**config.mk**
```make
export PLATFORM = sky130hd
export DESIGN_NAME = cordic_arbiter
export DESIGN_NICKNAME = d
export VERILOG_FILES = /design/src/rtl/cordic_arbiter.sv
export SDC_FILE = /design/constraint.sdc
export NUM_CORES = 1
export LEC_CHECK = 0
export BUFFER_PORTS_ARGS = -buffer_cell sky130_fd_sc_hd__buf_2
export CAP_MARGIN = 20
export CORE_UTILIZATION = 45
export CTS_BUF_LIST = sky130_fd_sc_hd__clkbuf_8 sky130_fd_sc_hd__clkbuf_16
export DETAILED_ROUTE_END_ITERATION = 6
export PLACE_DENSITY_LB_ADDON = 0.2
export SLEW_MARGIN = 15
export SYNTH_ARGS = -nofsm -noshare
export SYNTH_HDL_FRONTEND = slang
export SYNTH_SLANG_ARGS = --single-unit
```
**constraint.sdc**
```tcl
create_clock -name clock -period 7.6 [get_ports clock]
set_input_delay 1.52 -clock clock [delete_from_list [all_inputs] [get_ports clock]]
set_output_delay 1.52 -clock clock [all_outputs]
set_load 0.01 [all_outputs]
```
**src/rtl/cordic_arbiter.sv**
```systemverilog
// Round-robin front end sharing one sin/cos CORDIC engine between N requesters.
// A watchdog turns a hung engine job into an error response.
module cordic_arbiter #(
   parameter int N       = 4,
   parameter int W       = 12,
   parameter int TIMEOUT = 1023,
   parameter int CW      = 10
) (
   input  logic                clock,
   input  logic                reset,
   input  logic [N-1:0]        req_valid,
   input  logic [N*W-1:0]      req_angle,
   output logic [N-1:0]        req_ready,
   output logic [N-1:0]        rsp_valid,
   output logic signed [W-1:0] rsp_sin,
   output logic signed [W-1:0] rsp_cos,
   output logic                rsp_err,
   input  logic [N-1:0]        rsp_ready,
   output logic                eng_start,
   output logic [W-1:0]        eng_angle,
   input  logic                eng_ready,
   input  logic signed [W-1:0] eng_sin,
   input  logic signed [W-1:0] eng_cos,
   output logic                busy
);
   localparam int IW = (N > 1) ? $clog2(N) : 1;

   typedef enum logic [2:0] {IDLE, WAIT_LO, WAIT_HI, CAPTURE, RESP} state_t;

   state_t state, next_state;
   // last doubles as the index of the granted requester for the whole job
   logic [IW-1:0] last, next_last;
   logic [CW-1:0] count, next_count;

   logic [N-1:0]        next_req_ready, next_rsp_valid;
   logic signed [W-1:0] next_sin, next_cos;
   logic                next_err, next_start, next_busy;
   logic [W-1:0]        next_angle;

   logic          found, timed_out;
   logic [IW-1:0] pick, cand;
   logic [W-1:0]  pick_angle;

   always_comb begin
      found = 1'b0;
      pick  = last;
      cand  = last;
      for (int i = 1; i <= N; i++) begin
         cand = IW'((int'(last) + i) % N);
         if (!found && req_valid[cand]) begin
            found = 1'b1;
            pick  = cand;
         end
      end
      pick_angle = '0;
      for (int k = 0; k < N; k++)
         if (pick == IW'(k)) pick_angle = req_angle[k*W +: W];
   end

   always_comb begin
      next_state     = state;
      next_last      = last;
      next_count     = count;
      next_req_ready = '0;
      next_rsp_valid = rsp_valid;
      next_sin       = rsp_sin;
      next_cos       = rsp_cos;
      next_err       = rsp_err;
      next_start     = eng_start;
      next_angle     = eng_angle;
      timed_out      = (count == CW'(TIMEOUT));

      case (state)
         IDLE: begin
            if (found) begin
               next_req_ready[pick] = 1'b1;
               next_angle           = pick_angle;
               next_start           = 1'b1;
               next_last            = pick;
               next_count           = '0;
               next_state           = WAIT_LO;
            end
         end
         WAIT_LO: begin
            // ready may still be asserted from the previous job; wait for it to fall
            if (!timed_out) begin
               next_count = count + 1'b1;
               if (!eng_ready) next_state = WAIT_HI;
            end
         end
         WAIT_HI: begin
            if (eng_ready)       next_state = CAPTURE;
            else if (!timed_out) next_count = count + 1'b1;
         end
         CAPTURE: begin
            next_sin             = eng_sin;
            next_cos             = eng_cos;
            next_err             = 1'b0;
            next_start           = 1'b0;
            next_rsp_valid       = '0;
            next_rsp_valid[last] = 1'b1;
            next_state           = RESP;
         end
         RESP: begin
            if (rsp_ready[last]) begin
               next_rsp_valid = '0;
               next_state     = IDLE;
            end
         end
         default: next_state = IDLE;
      endcase

      // watchdog abort: answer the requester with an error and release the engine
      if (timed_out && (state == WAIT_LO || (state == WAIT_HI && !eng_ready))) begin
         next_start           = 1'b0;
         next_sin             = '0;
         next_cos             = '0;
         next_err             = 1'b1;
         next_rsp_valid       = '0;
         next_rsp_valid[last] = 1'b1;
         next_state           = RESP;
      end

      next_busy = (next_state != IDLE);
   end

   always_ff @(posedge clock) begin
      if (reset) begin
         state     <= IDLE;
         last      <= IW'(N - 1);
         count     <= '0;
         req_ready <= '0;
         rsp_valid <= '0;
         rsp_sin   <= '0;
         rsp_cos   <= '0;
         rsp_err   <= 1'b0;
         eng_start <= 1'b0;
         eng_angle <= '0;
         busy      <= 1'b0;
      end else begin
         state     <= next_state;
         last      <= next_last;
         count     <= next_count;
         req_ready <= next_req_ready;
         rsp_valid <= next_rsp_valid;
         rsp_sin   <= next_sin;
         rsp_cos   <= next_cos;
         rsp_err   <= next_err;
         eng_start <= next_start;
         eng_angle <= next_angle;
         busy      <= next_busy;
      end
   end
endmodule

```
==> results_dict.tcl <==
set metrics [dict create \
    finalPower_mw 1.55 \
    cts_htree_levels 3 \
    setup-tns-final_ps 0 \
    cts-root-buf "clkbuf_8" \
    clkLatencyLatePin_ps 330 \
    switchingPower_mw 0.697 \
    ys_async_sr_fraction 0 \
    synth_top_area_frac 0.306 \
    ys_types 60 \
    dieArea_um2 9410 \
    seq_area_frac_synth 0.306 \
    ys_warn_count 0 \
    chipHeight_um 97.0 \
    ys.flop_type "dfxtp_1" \
    clock_skew_ps 9.22 \
    max_cap_viol_count 0 \
    fin_crit_sh 0.565 \
    p_sw_frac 0.450 \
    core_um2 8720 \
    dr.pass1.iters 5 \
    max_freq_mhz 233 \
    grt_max_degree 44 \
    dpl.hpwl_mm 7.76 \
    setup_viol 0 \
    gp_congestion 0.841 \
    drt-total-wl_mm 11.5 \
    power.clock.fraction 0.158 \
    critical_path_depth 9 \
    powerDensity_nw_per_um2 323 \
    crit_arrival_ps 4560 \
    critPathLaunchType "flop" \
    synth.top_cells.by_area "dfxtp_1 (31%), a32oi_1 (9.1%), nand2_1 (7.4%)" \
    fp.dieW_um 97.0 \
    power.internal_mw 0.852 \
    drive_gt1_frac 0.319 \
    rsz0062_at_grt "no" \
    ant_nets 0 \
    pwr-share-comb 0.573 \
    cts_tree "built" \
    endpoint_kind "flop" \
    finalMaxSlewViolations 0 \
    mostFrequentLayoutCells "buf_2 (129), nand2_1 (80), dfxtp_1 (61)" \
    fin_ws_ps 3310 \
    fill_cells 818 \
    cts_resized 0 \
    ir_worst_vdd_mv 0.180 \
    synth_area_per_cell_um2 8.49 \
    num_vias 4255 \
    nets 664 \
    critPathTopFamily "simple AND/OR/NAND/NOR gates" \
    antenna_found_initial 0 \
    critical_path.n_buffers_inverters 2 \
    tightestPinTransition_ps 1050 \
    rows 34 \
    cp_slowest_stage_delay_ps 740 \
    finalHoldViolations 0 \
    grt_pass1_wl_mm 18.7 \
    crit_fanout 43 \
    syn_area_um2 4060 \
    maxSlewHeadroom 0.301 \
    yosysTopAreaCell "dfxtp_1" \
    critPathSlowestCell "nand3_1" \
    final_common_cell "buf_2" \
    r2r_slack_ps 3310 \
    clk_path_buf_depth 2 \
    clk_pin_slew_ps 60 \
    seqPwrFrac 0.269 \
    io-pin-count 130 \
    cts_sinks 62 \
    synth_edf_count 0 \
    area.growth.synth_to_final_pct 17.9 \
    multi_input_area_um2 2540 \
    numCtsBuffers 9 \
    syn_inst 478 \
    grt_usage 0.240 \
    postCtsHoldBufs 0 \
    antennaDiodeCount 0 \
    crit_type "flop to flop" \
    dr.first_iter.drc_count 239 \
    port_buffers 129 \
    via_per_inst 6.18 \
    dp_slack_ps 3280 \
    outcome "completed" \
    first_global_vias 3890 \
    wl_per_cell_um 16.7 \
    regArea_um2 1240 \
    post-cts-setup-buffer-count 0 \
    fin_crit_ps 4290 \
    syn_nets 566 \
    required_ps 7870 \
    reg2reg_depth 9 \
    min_path_type "flop to flop" \
    initial_core_util 0.466 \
    cp_cell_sequence "buf_4 > inv_1 > ha_1 > nand2_1 > nand3_1 > o2bb2ai_2 > o21ai_4 > and2_1 > a221o_1" \
    holdPathStages 2 \
    p_leak_nw 1.97 \
    drc 0 \
    ys_seq_elements 62 \
    overflow 0 \
]
[metal layers]
layer | track usage | share of wire | vias up
li1 | - | - | 2034
met1 | 0.302 | 0.43 | 1998
met2 | 0.412 | 0.48 | 204
met3 | 0.0368 | 0.073 | 19
met4 | 0.0861 | 0.016 | 0
met5 | 0 | 0 | -
[sequential cells by signal, indices dropped and copies added, names as in the netlist]
signal     cells
eng_angle     12
req_ready      4
rsp_cos       12
rsp_sin       12
rsp_valid      4
eng_start      1
busy           1
last           2
rsp_err        1
state          3
count         10
[cell type report]
cell class,count,share of cell area
clock buffer,10,0.0287
clock inverter,5,0.00575
inverter,10,0.00784
multi-input combinational,361,0.530
sequential,62,0.259
tap,108,0.0282
timing repair buffer,132,0.140
[tightest hold or removal path: cells and delay by family (launching register included)]
kind | cells | cell delay (ps)
AOI/OAI and AO/OA | 1 | 50
and+or+nand+nor | 1 | 50
DFF | 1 | 310
[power by group through the flow]
stage | Sequential, mW | Combinational, mW | Clock, mW
floorplan | 0.433 | 0.691 | 0
global placement | 0.422 | 0.852 | 0
detailed placement | 0.423 | 0.874 | 0
CTS | 0.416 | 0.877 | 0.250
global route | 0.424 | 0.961 | 0.270
finish | 0.417 | 0.887 | 0.244
[metrics by stage]
stage                     hold WS, ps  utilization  instances  cell area, um2
after global routing              477        0.549        688            4790
after global placement            438        0.530        673            4620
final                             450        0.549        688            4790
after CTS                         453        0.549        688            4790
after detailed placement          444        0.530        673            4620
after floorplan                   455            -        478            4060
[cell families after synthesis]
group                    synth area share
multiplexers                        0.106
buffers and inverters              0.0687
AO/OA/AOI/OAI                       0.324
AND/OR/NAND/NOR                     0.180
flip-flops                          0.306
adder cells (fa/ha/maj)            0.0154
[worst paths after layout]
check | start | end
max | last[0]$_SDFFE_PP1P_ | eng_angle[6]$_SDFFE_PP0P_
max reg2reg | last[0]$_SDFFE_PP1P_ | eng_angle[6]$_SDFFE_PP0P_
min | rsp_sin[11]$_SDFFE_PP0P_ | rsp_sin[11]$_SDFFE_PP0P_
min reg2reg | rsp_sin[11]$_SDFFE_PP0P_ | rsp_sin[11]$_SDFFE_PP0P_
[synth_stat cells, drive strengths merged (6+ instances only)]
cell,instances
a311oi,10
dfxtp,62
nand3,19
a21oi,44
o21ai,15
a221o,20
clkbuf,20
mux2,15
nor2b,6
nand2,80
buf,25
mux2i,21
inv,10
a211oi,6
a32oi,42
nand3b,7
nor2,9
(Power assumes the default switching activity.)
